File: src/rtl/hazard_stall_ctrl.sv
// hazard_stall_ctrl
//   Stall/flush sequencer for the 5-stage pipeline. It covers the hazards that
//   bypassing cannot resolve: load-use, branch-in-decode dependence and the
//   multi-cycle occupancy of EX by mul/div operations. It also keeps a
//   saturating count of stall cycles for performance debug.
// Parameters
//   MD_LATENCY : cycles a mul/div op occupies EX (>= 2), giving MD_LATENCY-1 stall cycles
//   PERF_W     : width of the stall-cycle counter
// Ports
//   clk, rst                : clock, synchronous active-high reset
//   RsD, RtD                : Decode source registers
//   RsE, RtE                : Execute source registers (not needed for stall decisions)
//   WriteRegE, WriteRegM    : destination registers in Execute / Memory
//   RegWriteE, MemtoRegE    : Execute writes the register file / is a load
//   MemtoRegM               : Memory instruction is a load
//   BranchD, PCSrcD         : Decode branch compares in Decode / branch taken
//   MulDivE                 : Execute holds a multi-cycle mul/div
//   StallF/D/E, FlushD/E/M  : pipeline register hold and clear enables
//   StallCount              : saturating count of cycles with StallF=1
module hazard_stall_ctrl #(
  parameter int MD_LATENCY = 4,
  parameter int PERF_W     = 16
) (
  input  logic              clk,
  input  logic              rst,
  input  logic [4:0]        RsD,
  input  logic [4:0]        RtD,
  input  logic [4:0]        RsE,
  input  logic [4:0]        RtE,
  input  logic [4:0]        WriteRegE,
  input  logic [4:0]        WriteRegM,
  input  logic              RegWriteE,
  input  logic              MemtoRegE,
  input  logic              MemtoRegM,
  input  logic              BranchD,
  input  logic              PCSrcD,
  input  logic              MulDivE,
  output logic              StallF,
  output logic              StallD,
  output logic              StallE,
  output logic              FlushD,
  output logic              FlushE,
  output logic              FlushM,
  output logic [PERF_W-1:0] StallCount
);

  localparam int CNT_W = (MD_LATENCY > 2) ? $clog2(MD_LATENCY) : 1;
  // md_cnt holds the BUSY cycles still to come after the current one, so the
  // first stall cycle (in RUN) plus the BUSY cycles total MD_LATENCY-1.
  localparam logic [CNT_W-1:0] MD_LOAD  = CNT_W'((MD_LATENCY >= 3) ? (MD_LATENCY - 3) : 0);
  // With MD_LATENCY=2 the single stall cycle is the RUN cycle itself; no BUSY needed.
  localparam logic             SHORT_OP = (MD_LATENCY == 2) ? 1'b1 : 1'b0;

  typedef enum logic [0:0] {RUN = 1'b0, BUSY = 1'b1} state_t;

  state_t           state, state_nxt;
  logic [CNT_W-1:0] md_cnt, md_cnt_nxt;
  logic             md_ack, md_ack_nxt;
  logic             lwstall, brstall, mdstall;

  // Execute source registers are only consumed by the bypass muxes.
  logic unused_bits;
  assign unused_bits = ^{RsE, RtE};

  // Hazard detection; register $0 never creates a dependence.
  always_comb begin
    lwstall = MemtoRegE && (WriteRegE != 5'd0) &&
              ((WriteRegE == RsD) || (WriteRegE == RtD));
    brstall = BranchD &&
              ((RegWriteE && (WriteRegE != 5'd0) &&
                ((WriteRegE == RsD) || (WriteRegE == RtD))) ||
               (MemtoRegM && (WriteRegM != 5'd0) &&
                ((WriteRegM == RsD) || (WriteRegM == RtD))));
    mdstall = (state == BUSY) || ((state == RUN) && MulDivE && !md_ack);
  end

  // State register, mul/div counters and the saturating stall counter.
  always_ff @(posedge clk) begin
    if (rst) begin
      state      <= RUN;
      md_cnt     <= '0;
      md_ack     <= 1'b0;
      StallCount <= '0;
    end else begin
      state  <= state_nxt;
      md_cnt <= md_cnt_nxt;
      md_ack <= md_ack_nxt;
      if (StallF && (StallCount != {PERF_W{1'b1}})) begin
        StallCount <= StallCount + PERF_W'(1);
      end else begin
        StallCount <= StallCount;
      end
    end
  end

  // Next-state logic for mul/div occupancy of EX.
  always_comb begin
    state_nxt  = state;
    md_cnt_nxt = md_cnt;
    md_ack_nxt = md_ack;
    case (state)
      RUN: begin
        if (md_ack) begin
          // The finished op leaves EX this cycle; a MulDivE now is that op.
          md_ack_nxt = 1'b0;
        end else if (MulDivE) begin
          if (SHORT_OP) begin
            md_ack_nxt = 1'b1;
          end else begin
            state_nxt  = BUSY;
            md_cnt_nxt = MD_LOAD;
          end
        end else begin
          md_ack_nxt = 1'b0;
        end
      end
      BUSY: begin
        if (md_cnt != {CNT_W{1'b0}}) begin
          md_cnt_nxt = md_cnt - CNT_W'(1);
        end else begin
          state_nxt  = RUN;
          md_ack_nxt = 1'b1;
        end
      end
      default: begin
        state_nxt  = RUN;
        md_cnt_nxt = '0;
        md_ack_nxt = 1'b0;
      end
    endcase
  end

  // Prioritised stall/flush outputs; everything is quiet during reset.
  always_comb begin
    StallF = 1'b0;
    StallD = 1'b0;
    StallE = 1'b0;
    FlushD = 1'b0;
    FlushE = 1'b0;
    FlushM = 1'b0;
    if (rst) begin
      StallF = 1'b0;
    end else if (mdstall) begin
      StallF = 1'b1;
      StallD = 1'b1;
      StallE = 1'b1;
      FlushM = 1'b1;
    end else if (lwstall || brstall) begin
      StallF = 1'b1;
      StallD = 1'b1;
      FlushE = 1'b1;
    end else begin
      // A taken branch squashes IF/ID only when Decode is not held.
      FlushD = PCSrcD;
    end
  end

endmodule
File: config.mk
export PLATFORM = sky130hd
export DESIGN_NAME = hazard_stall_ctrl
export DESIGN_NICKNAME = d
export VERILOG_FILES = /design/src/rtl/hazard_stall_ctrl.sv
export SDC_FILE = /design/constraint.sdc
export NUM_CORES = 1
export LEC_CHECK = 0
export BUFFER_PORTS_ARGS = -buffer_cell sky130_fd_sc_hd__buf_2
export CAP_MARGIN = 25
export CORE_MARGIN = 4
export CORE_UTILIZATION = 25
export DETAILED_ROUTE_END_ITERATION = 8
export PLACE_DENSITY = 0.51
export SLEW_MARGIN = 10
export SYNTH_ARGS = -nofsm -noshare
export SYNTH_HDL_FRONTEND = slang
export SYNTH_SLANG_ARGS = --single-unit
export TNS_END_PERCENT = 5
File: constraint.sdc
create_clock -name clk -period 6.05 [get_ports clk]
set_clock_uncertainty 0.15 [all_clocks]
set_input_delay 1.21 -clock clk [delete_from_list [all_inputs] [get_ports clk]]
set_output_delay 1.21 -clock clk [all_outputs]
set_load 0.1 [all_outputs]
Yosys cells after proc, flatten, opt, wreduce, memory -nomap -nowiden
Index checks and enable logic that the tools add are counted.

word-level totals
  output and inout port bits = 22
  bits in registers = 20
  input bits = 38
  logic and storage cells = 56

operators by class
  eq/ne operators = 9
  bitwise gates (word level) = 1
  mux-type cells = 20
  $add $sub $neg = 2
  reductions and logical operators = 20

operator list
  operator                 count
  $eq A5 B5 Y1             4
  $add A16 B1 Y16 const B  1
  $ne A16 B16 Y1 const B   1
  $mux W1                  14
  $logic_and A1 B1 Y1      10
  $reduce_bool A5 Y1       2
  $mux W2                  3
  $ne A2 B2 Y1 const B     3
  $logic_or A1 B1 Y1       5
  $pmux W1 S2              2
  $pmux W2 S2              1
  $reduce_and A3 Y1        1
  $ne A2 B1 Y1 const B     1
  $reduce_bool A2 Y1       1
  $sub A2 B1 Y2 const B    1
  $logic_not A1 Y1         1
  $not A1 Y1               1

Depth between registers and ports, before layout
Gate-level depths: netlist (run 1).

  depth in word-level cells = 10
  depth in mapped cells = 7

Worst setup path after synthesis (run 1)
Ideal clock, no wire load.

  path kind = input -> output
  start point = in WriteRegM[0]
  end point = out FlushD
  slack = 0.162 ns
  cell stages on the path = 4
  arrival = 4.528 ns
  cell sequence = or3_1 o311a_1 a221o_1 nor3b_1

between the ends
  cells in the longest elaborated chain, start to end = 9
  elaborated cells on any way between the ends = 12
  classes of those cells = eq/ne: 2; mux: 3; reduce/logical: 7

RTL lines
  item                                                              line    text
  from (decl)                                                       31      input logic [4:0] WriteRegM,
  $eq A5 B5 Y1 / $reduce_bool A5 Y1 (equally long branches)         73, 72
  $logic_or A1 B1 Y1 / $logic_and A1 B1 Y1 (equally long branches)  73, 72
  $logic_and A1 B1 Y1 (*)                                           72      (MemtoRegM && (WriteRegM != 5'd0) &&
  $logic_or A1 B1 Y1 (*)                                            71      ((WriteRegE == RsD) || (WriteRegE == RtD))) ||
  $logic_and A1 B1 Y1 (*)                                           69      brstall = BranchD &&
  $logic_or A1 B1 Y1 (*)                                            148     end else if (lwstall || brstall) begin
  $mux W1 (*)                                                       148
  $mux W1 (*)                                                       143     end else if (mdstall) begin
  $mux W1 (*)                                                       141     if (rst) begin
  to (decl)                                                         41      output logic FlushD,

Every way passes the cells marked *; elsewhere a longest branch is shown, timed or not.

Worst setup path after layout (run 1)
Ends and elaborated chain as after synthesis.

==> flow_summary.toml, run 1 <==
[pwr]
p_leak_uw = 0.000696
peakVddDrop_uv = 78.0
p_per_area_nw_per_um2 = 191

[setup_path]
required_ns = 4.69
r2r_end = "StallCount[13]"
timing.critical_path.from_type = "primary input"
critical-path-max-stage-delay_ns = 0.48
reg2reg_from = "StallCount[6]"
worst_path_cell_trace = "buf_2 > or3_1 > o311a_1 > a221o_1 > nor3b_1 > buf_2"
register_to_register_path_depth = 6
cpMaxStageDelayCell = "sky130_fd_sc_hd__buf_2"
critPathKind = "primary input to primary output"
setup.worst_path.end_class = "primary output"
arrival_time_worst_endpoint_ns = 3.22
r2r_slack_ns = 3.70
timing.critical_path.mode_cell = "sky130_fd_sc_hd__buf_2"
cp_max_fo = 6

[grt]
globalRouteOverflowTotal = 0
grt_pass1_wl_um = 5420
grt_usage = 0.105
largest_net_degree_at_the_start_of_global_routing = 33
antenna_found_initial = 0
grt_pass1_vias = 1165

[min_path]
min_from = "md_ack"
worst_min_delay_path_category = "flip-flop to flip-flop"
timing.hold.worst_endpoint = "md_ack"
timing.hold.worst_path_depth = 2

[clock_tree]
postCtsResizedCells = 0
clock_sinks = 20
clk_transition_reported_paths_ns = 0.07
cts_tree = "built"
hold_buffer_count_at_cts = 0
clk_path_buf_depth = 2
postCtsSetupBuffers = 0
clock_insertion_delay_worst_skew_ns = 0.25
cts-htree-levels = 1
clock_tree.root_cell = "sky130_fd_sc_hd__clkbuf_8"
number_of_buffers_added_by_the_clock_tree_synthesis_step = 3

[floorplanning]
dieArea_um2 = 6760
die_width_um = 82.2
initial_utilization = 0.264
design.core.area_um2 = 5200
die_height_um = 82.2
io_pins = 60
placement_rows = 26

[logic_synthesis]
ys_warn_count = 0
synthCells = 167
mappedNetlistNets = 207
synth.avg_cell_area_um2 = 8.24
part_of_the_yosys_area_used_for_sequential_elements = 0.291
synthesis.area_um2 = 1380
postSynthRegisterBits = 20
yosysUniqueCellTypes = 37

[sta]
final_period_minus_worst_setup_slack_ns = 4.58
fmax_mhz = 218
setup_total_negative_slack_ns = 0
rsz0062_at_grt = "no"
report.final.setup_viol = 0
final_min_period_over_clock_period = 0.757
worst_margin_slew_ns = 0.617
timing.final.hold_violations = 0
final_max_slew_viol_count = 0
max_slew_margin = 0.587

[cells_and_area]
fin_util = 0.328
final_layout_size_suffix_gt1_frac = 0.274
num-nets-final = 254
area_growth_syn_to_layout_pct = 24.2
leading_cell_type_in_the_layout_fill_and_taps_excluded = "sky130_fd_sc_hd__buf_2"
num_antenna_cells = 0
final_cell_mix = "sky130_fd_sc_hd__buf_2, sky130_fd_sc_hd__dfxtp_1, sky130_fd_sc_hd__xnor2_1, sky130_fd_sc_hd__nor2_1"

[routing]
drtAntennaViolNets = 0
detailedRoute.firstPassIterationCount = 4
vias = 1300
drc = 0
avgViaCountPerCell = 4.61
first_iter_violations = 88
route.final.wire_length_um = 3420
routedWlPerCell_um = 12.1

[placement]
port_buffers = 49
dp_hpwl_um = 2680
place_congestion = 0.705

[flow_run]
max_cap_viol_count = 0

[run_status]
run_status = "completed"
==> logic make-up (layout without fill, tap and decap cells) <==
kind of cell             after synthesis  in the layout  share of synthesized area
adder cells (fa/ha/maj)                2              2                     0.0182
buffers and inverters                 11             56                     0.0436
XOR/XNOR                              21             21                      0.134
AO/OA/AOI/OAI                         26             26                      0.127
multiplexers                           9              9                     0.0764
flip-flops                            20             20                      0.291
AND/OR/NAND/NOR                       78             78                      0.310
==> sequential cells by signal, summed over array words and instances (netlist names) <==
name        cells
StallCount     16
md_ack          1
md_cnt          2
state           1
==> worst max-delay path: cells and delay by family <==
kind | cells | cell delay, ns
AOI/OAI and AO/OA | 2 | 0.76
buffers and inverters | 2 | 0.61
and+or+nand+nor | 2 | 0.64
==> worst max-delay path by stage <==
stage / startpoint / endpoint / slack (ns)
6_report: WriteRegM[0] / FlushD / 1.47
2_1_floorplan: WriteRegM[0] / FlushD / 0.16
3_5_place_dp: WriteRegM[0] / FlushD / 1.44
5_1_grt: WriteRegM[0] / FlushD / 1.35
4_1_cts: WriteRegM[0] / FlushD / 1.43
3_3_place_gp: WriteRegM[0] / FlushD / 1.44
==> layout make-up <==
cell class                      count  area, um^2
Clock buffer                        3        41.3
Fill cell                         585        3500
Inverter                            3        11.3
Multi-Input combinational cell    136         916
Sequential cell                    20         400
Tap cell                           70        87.6
Timing Repair Buffer               50         253
==> metrics by stage <==
step                      hold WS, ns  std cells  area, um^2  total power (uW)  setup slack (ns)
after floorplan                 0.320        167        1380               221             0.162
after global placement          0.331        279        1670               243              1.44
after detailed placement        0.339        279        1670               244              1.44
after CTS                       0.350        282        1710               333              1.43
after global routing            0.363        282        1710               348              1.35
final                           0.348        282        1710               327              1.47
==> metal layers <==
| layer | vias to the layer above | global-route usage | wire [um] |
|---|---|---|---|
| met5 | - | 0 | 0 |
| li1 | 694 | - | - |
| met1 | 584 | 0.139 | 1640 |
| met3 | 2 | 0.0304 | 135 |
| met4 | 0 | 0.0299 | 33 |
| met2 | 20 | 0.164 | 1610 |
==> cells in the mapped netlist <==
master | instances | area share
sky130_fd_sc_hd__mux2_2 | 2 | 0.016
sky130_fd_sc_hd__nand3_1 | 12 | 0.044
sky130_fd_sc_hd__nand4b_1 | 1 | 0.0064
sky130_fd_sc_hd__o21ai_0 | 3 | 0.011
sky130_fd_sc_hd__clkbuf_1 | 2 | 0.0055
sky130_fd_sc_hd__o41ai_1 | 1 | 0.0064
sky130_fd_sc_hd__nand2_1 | 12 | 0.033
sky130_fd_sc_hd__buf_1 | 1 | 0.0027
sky130_fd_sc_hd__ha_1 | 2 | 0.018
sky130_fd_sc_hd__nor2b_1 | 9 | 0.041
sky130_fd_sc_hd__xnor2_1 | 20 | 0.13
sky130_fd_sc_hd__nor2_1 | 17 | 0.046
sky130_fd_sc_hd__o22ai_1 | 2 | 0.0091
sky130_fd_sc_hd__o31ai_1 | 4 | 0.022
sky130_fd_sc_hd__nand4_1 | 1 | 0.0045
sky130_fd_sc_hd__mux2_4 | 1 | 0.011
sky130_fd_sc_hd__a221oi_1 | 1 | 0.0064
sky130_fd_sc_hd__nor3b_1 | 2 | 0.011
sky130_fd_sc_hd__a221oi_2 | 1 | 0.011
sky130_fd_sc_hd__dfxtp_1 | 20 | 0.29
sky130_fd_sc_hd__nor3_1 | 5 | 0.018
sky130_fd_sc_hd__a221o_1 | 1 | 0.0073
sky130_fd_sc_hd__and4_1 | 3 | 0.019
sky130_fd_sc_hd__nor4_1 | 3 | 0.014
sky130_fd_sc_hd__inv_1 | 3 | 0.0082
sky130_fd_sc_hd__a21oi_1 | 10 | 0.036
sky130_fd_sc_hd__mux2_1 | 6 | 0.049
sky130_fd_sc_hd__o311a_1 | 1 | 0.0073
sky130_fd_sc_hd__buf_4 | 5 | 0.027
sky130_fd_sc_hd__or4_1 | 4 | 0.022
sky130_fd_sc_hd__or3_1 | 3 | 0.014
sky130_fd_sc_hd__nor4b_1 | 2 | 0.013
sky130_fd_sc_hd__xor2_1 | 1 | 0.0064
sky130_fd_sc_hd__and3_1 | 1 | 0.0045
sky130_fd_sc_hd__nor3_4 | 1 | 0.012
sky130_fd_sc_hd__nand2b_1 | 2 | 0.0091
sky130_fd_sc_hd__a22oi_1 | 2 | 0.011
==> power by group <==
part           internal (uW)  switching (uW)  total, uW
Clock                   44.3            41.9       86.2
Combinational           31.6            69.4        101
Sequential               136            3.88        140
(Power assumes the default switching activity.)
==> run 2: changes to the inputs <==
--- a/config.mk
+++ b/config.mk
@@ -5,12 +5,13 @@
 export SDC_FILE = /design/constraint.sdc
 export NUM_CORES = 1
 export LEC_CHECK = 0
+export ABC_AREA = 1
 export BUFFER_PORTS_ARGS = -buffer_cell sky130_fd_sc_hd__buf_2
 export CAP_MARGIN = 25
 export CORE_MARGIN = 4
 export CORE_UTILIZATION = 25
 export DETAILED_ROUTE_END_ITERATION = 8
-export PLACE_DENSITY = 0.51
+export PLACE_DENSITY = 0.49
 export SLEW_MARGIN = 10
 export SYNTH_ARGS = -nofsm -noshare
 export SYNTH_HDL_FRONTEND = slang
==> constraint.sdc (replaced) <==
create_clock -name clk -period 4.3 [get_ports clk]
set_clock_uncertainty 0.15 [all_clocks]
set_input_delay 0.86 -clock clk [delete_from_list [all_inputs] [get_ports clk]]
set_output_delay 0.86 -clock clk [all_outputs]
set_load 0.1 [all_outputs]
==> flow_summary.toml, run 2 <==
[run_status]
run_status = "completed"

[logic_synthesis]
yosysMostFrequentCell = "sky130_fd_sc_hd__nand2_1"
synthesis.area_um2 = 1620
ys_async_sr_fraction = 0
largest_cells_by_area_after_synthesis = "sky130_fd_sc_hd__dfxtp_1, sky130_fd_sc_hd__nand2_1, sky130_fd_sc_hd__inv_1, sky130_fd_sc_hd__nor2_1, sky130_fd_sc_hd__nand3_1"
yosysTopAreaCell = "sky130_fd_sc_hd__dfxtp_1"
synth.avg_cell_area_um2 = 5.84
synth_ff_type = "sky130_fd_sc_hd__dfxtp_1"
ys_warn_count = 0
yosys-top-cells-count = "sky130_fd_sc_hd__nand2_1, sky130_fd_sc_hd__inv_1, sky130_fd_sc_hd__nor2_1"
number_of_enable_flip_flop_cells_after_synthesis = 0
part_of_the_yosys_area_used_for_sequential_elements = 0.247
synthCells = 277
portion_of_synthesized_cell_area_occupied_by_the_leading_cell_type = 0.247
yosysUniqueCellTypes = 29
mappedNetlistNets = 317
postSynthRegisterBits = 20

[pwr]
p_leak_uw = 0.00112
power.total_uw = 567
peakVddDrop_uv = 157
p_per_area_nw_per_um2 = 285

[clock_tree]
postCtsSetupBuffers = 0
clk_path_buf_depth = 2
hold_buffer_count_at_cts = 0
clock_sinks = 20
clock_insertion_delay_worst_skew_ns = 0.27
clock_tree.root_cell = "sky130_fd_sc_hd__clkbuf_8"
cts-htree-levels = 1
postCtsResizedCells = 0
number_of_buffers_added_by_the_clock_tree_synthesis_step = 3
cts_tree = "built"
clk_transition_reported_paths_ns = 0.07

[floorplanning]
io_pins = 60
placement_rows = 29
die_width_um = 88.4
design.core.area_um2 = 6310
dieArea_um2 = 7820
die_height_um = 88.4
initial_utilization = 0.256

[cells_and_area]
layout.filler_cells = 711
final_cell_mix = "sky130_fd_sc_hd__nand2_1, sky130_fd_sc_hd__buf_2, sky130_fd_sc_hd__inv_1, sky130_fd_sc_hd__nor2_1, sky130_fd_sc_hd__nand3_1"
largest_registers = "StallCount (16), md_cnt (2)"
num_antenna_cells = 0
area_growth_syn_to_layout_pct = 23.1
num-nets-final = 366
final_layout_size_suffix_gt1_frac = 0.240
final_cell_count_no_fill = 402
top_register = "StallCount"
leading_cell_type_in_the_layout_fill_and_taps_excluded = "sky130_fd_sc_hd__nand2_1"
largest_register_ff_count = 16

[routing]
avgViaCountPerCell = 4.29
routedWlPerCell_um = 9.82
detailedRoute.firstPassIterationCount = 4
first_iter_violations = 67
drtAntennaViolNets = 0
drc = 0
route.final.wire_length_um = 3950
vias = 1725

[sta]
setup_total_negative_slack_ns = 0
worst_margin_slew_ns = 0.492
timing.final.hold_violations = 0
fmax_mhz = 318
rsz0062_at_grt = "no"
final_min_period_over_clock_period = 0.732
report.final.setup_viol = 0
max_slew_margin = 0.674
final_period_minus_worst_setup_slack_ns = 3.15
final_max_slew_viol_count = 0

[grt]
antenna_found_initial = 0
grt_pass1_wl_um = 6940
largest_net_degree_at_the_start_of_global_routing = 31
grt_pass1_vias = 1588
globalRouteOverflowTotal = 0
grt_usage = 0.109

[setup_path]
critPathKind = "primary input to primary output"
cp_max_fo = 4
worst_path_cell_trace = "buf_2 > inv_2 > nand2_1 > nand2_1 > nor2_1 > nand3_1 > nand2_1 > nand2_2 > nand2_1 > nand2_1 > o21ai_1 > buf_2"
r2r_end = "StallCount[15]"
setup.worst_path.end_class = "primary output"
timing.critical_path.mode_cell = "sky130_fd_sc_hd__nand2_1"
reg2reg_from = "StallCount[0]"
r2r_slack_ns = 2.38
critical-path-max-stage-delay_ns = 0.45
cpMaxStageDelayCell = "sky130_fd_sc_hd__buf_2"
register_to_register_path_depth = 12
required_ns = 3.29
timing.critical_path.from_type = "primary input"
arrival_time_worst_endpoint_ns = 2.14

[min_path]
timing.hold.worst_path_depth = 2
worst_min_delay_path_category = "flip-flop to flip-flop"
min_from = "md_cnt[1]"
timing.hold.worst_endpoint = "md_cnt[1]"

[placement]
place_congestion = 0.859
dp_hpwl_um = 3190
numPlacedInstances = 398
port_buffers = 49

[flow_run]
max_cap_viol_count = 0
-- run 2: changes by cell type after synthesis, sizes merged, moves of 4 or more --
cell	delta
inv	+45
mux2	-9
nand2	+79
nand3	+13
nand4	+6
nor2	+27
nor2b	-9
o31ai	-4
or4	-4
xnor2	-16
-- run 2: cell type report --
type	instances	area [um^2]	area share
repair buffers	51	260	0.131
well taps	77	96.3	0.0484
clock buffers	3	41.3	0.0207
inverters	51	193	0.0967
clock inverters	1	30.0	0.0151
multi-input cells	199	971	0.487
flip-flops and latches	20	400	0.201
-- run 2: worst max-delay path, delay by kind of cell --
kind,cells,cell delay (ns)
buf+inv,3,0.62
simple gates,8,0.56
compound gates,1,0.10
-- run 2: where the power goes --
part           switching (uW)  leakage (uW)  total, uW  internal, uW
logic                     129      0.000924        172          43.3
registers                8.61      0.000163        202           193
clock network            69.5     0.0000357        194           124
total                     207       0.00112        567           361
-- run 2: stage by stage --
stage / area, um^2 / utilization / worst slack, ns / hold WS [ns]
after floorplan: 1620 / - / 0.364 / 0.290
after global placement: 1920 / 0.304 / 1.10 / 0.301
after detailed placement: 1920 / 0.304 / 1.12 / 0.306
after CTS: 1990 / 0.315 / 1.11 / 0.319
after global routing: 1990 / 0.315 / 1.00 / 0.357
final: 1990 / 0.315 / 1.15 / 0.315
-- run 2: logic make-up after synthesis --
group	Yosys count	share of synthesized area
AO/OA/AOI/OAI	17	0.0549
XOR/XNOR	7	0.0379
adder cells (fa/ha/maj)	2	0.0155
buffers and inverters	58	0.152
flip-flops	20	0.247
AND/OR/NAND/NOR	173	0.492
-- run 2: worst max path at each step --
stage / startpoint / endpoint / slack (ns) / cells past startpoint
2_1_floorplan: rst / StallF / 0.36 / 3
3_3_place_gp: WriteRegE[0] / StallD / 1.10 / 10
3_5_place_dp: WriteRegM[2] / FlushD / 1.12 / 9
4_1_cts: WriteRegM[2] / FlushD / 1.11 / 9
5_1_grt: WriteRegM[4] / StallD / 1.00 / 12
6_report: WriteRegM[2] / StallD / 1.15 / 12
-- run 2: layer usage --
layer | share of wire | track usage | up-vias
met4 | 0.0058 | 0.0275 | 0
met5 | 0 | 0 | -
met3 | 0.070 | 0.0298 | 2
li1 | - | - | 942
met2 | 0.45 | 0.180 | 42
met1 | 0.48 | 0.141 | 739
==> run 3: changes to the inputs <==
==> constraint.sdc (replaced) <==
create_clock -name clk -period 2.9 [get_ports clk]
set_clock_uncertainty 0.15 [all_clocks]
set_input_delay 0.58 -clock clk [delete_from_list [all_inputs] [get_ports clk]]
set_output_delay 0.58 -clock clk [all_outputs]
set_load 0.1 [all_outputs]
==> flow_summary.toml, run 3 (synthesized netlist as in run 2, its figures left out) <==
[routing]
detailedRoute.firstPassIterationCount = 4
vias = 1701
route.final.wire_length_um = 3970
first_iter_violations = 56
routedWlPerCell_um = 9.90
drc = 0
drtAntennaViolNets = 0
avgViaCountPerCell = 4.24

[floorplanning]
dieArea_um2 = 7820
placement_rows = 29
design.core.area_um2 = 6310
initial_utilization = 0.256
die_width_um = 88.4
io_pins = 60
die_height_um = 88.4

[cells_and_area]
largest_registers = "StallCount (16), md_cnt (2)"
fin_util = 0.321
area_growth_syn_to_layout_pct = 25.2
num-nets-final = 366
final_cell_mix = "sky130_fd_sc_hd__nand2_1, sky130_fd_sc_hd__buf_2, sky130_fd_sc_hd__inv_1, sky130_fd_sc_hd__nor2_1, sky130_fd_sc_hd__nand3_1"
num_antenna_cells = 0
leading_cell_type_in_the_layout_fill_and_taps_excluded = "sky130_fd_sc_hd__nand2_1"
largest_register_ff_count = 16
final_layout_size_suffix_gt1_frac = 0.241
top_register = "StallCount"
post-route-cell-area_um2 = 2030
final_cell_count_no_fill = 401

[grt]
antenna_found_initial = 0
grt_pass1_vias = 1540
grt_pass1_wl_um = 6760
grt_usage = 0.107
largest_net_degree_at_the_start_of_global_routing = 31
globalRouteOverflowTotal = 0

[sta]
timing.final.hold_violations = 0
final_max_slew_viol_count = 0
max_slew_margin = 0.676
worst_margin_slew_ns = 0.490
fmax_mhz = 399
report.final.setup_viol = 0
setup_total_negative_slack_ns = 0
final_min_period_over_clock_period = 0.865
rsz0062_at_grt = "no"
final.hold.worst_slack_ns = 0.313
final_period_minus_worst_setup_slack_ns = 2.51

[pwr]
p_leak_uw = 0.00112
peakVddDrop_uv = 228
p_per_area_nw_per_um2 = 372

[clock_tree]
clock_insertion_delay_worst_skew_ns = 0.26
postCtsResizedCells = 0
clock_tree.root_cell = "sky130_fd_sc_hd__clkbuf_8"
cts_tree = "built"
clk_transition_reported_paths_ns = 0.07
clock_sinks = 20
hold_buffer_count_at_cts = 0
number_of_buffers_added_by_the_clock_tree_synthesis_step = 3
postCtsSetupBuffers = 0
cts-htree-levels = 1
clk_path_buf_depth = 2

[placement]
port_buffers = 49
dp_hpwl_um = 3170
numPlacedInstances = 398
place_congestion = 0.854
dpl_cell_area_um2 = 1980

[setup_path]
timing.critical_path.from_type = "primary input"
setup.worst_path.end_class = "primary output"
r2r_slack_ns = 0.98
register_to_register_path_depth = 12
reg2reg_from = "StallCount[0]"
r2r_end = "StallCount[15]"
critPathKind = "primary input to primary output"
required_ns = 2.17
arrival_time_worst_endpoint_ns = 1.78
cp_max_fo = 4

[min_path]
worst_min_delay_path_category = "flip-flop to flip-flop"
min_from = "md_cnt[1]"
timing.hold.worst_path_depth = 2
timing.hold.worst_endpoint = "md_cnt[1]"

[flow_run]
max_cap_viol_count = 0

[run_status]
run_status = "completed"
[run 3: power by group]
group	switching [uW]	internal [uW]	total, uW
Combinational	194	76.4	271
Clock	90.7	92.5	183
Sequential	12.9	286	299
[run 3: area by class of cell]
cell class | count | area [um^2]
inverters | 51 | 193
fillers | 722 | 4290
clock buffers | 3 | 41.3
flip-flops and latches | 20 | 400
multi-input cells | 199 | 975
well taps | 77 | 96.3
repair buffers | 51 | 320
[run 3: worst max-delay path by stage]
stage	from	end	slack (ns)	cells past startpoint
floorplan	rst	StallE	-0.39	3
global placement	WriteRegM[2]	FlushD	0.39	9
detailed placement	WriteRegM[2]	FlushD	0.40	9
CTS	WriteRegM[2]	FlushD	0.39	9
global route	WriteRegM[2]	FlushD	0.24	9
finish	WriteRegM[2]	FlushD	0.39	9
[run 3: metal layers]
layer  global-route usage  vias up  wire length (um)
met5                    0        -                 0
met4               0.0247        0                34
met3               0.0307        2               265
met2                0.186       44              1810
met1                0.130      711              1860
li1                     -      944                 -
[run 3: stage by stage]
step	setup WS, ns	total power [uW]
2_1_floorplan	-0.385	510
3_3_place_gp	0.385	577
3_5_place_dp	0.399	579
4_1_cts	0.394	767
5_1_grt	0.240	803
6_report	0.393	753
[run 3: worst max-delay path, stage by stage]
cell and delay, ns:
sky130_fd_sc_hd__buf_2 0.13, sky130_fd_sc_hd__nor3_1 0.26, sky130_fd_sc_hd__nand3_1 0.11, sky130_fd_sc_hd__nand3_1 0.08, sky130_fd_sc_hd__inv_1 0.05, sky130_fd_sc_hd__nand2_2 0.07
sky130_fd_sc_hd__nand3_2 0.08, sky130_fd_sc_hd__nor2_1 0.20, sky130_fd_sc_hd__buf_12 0.21
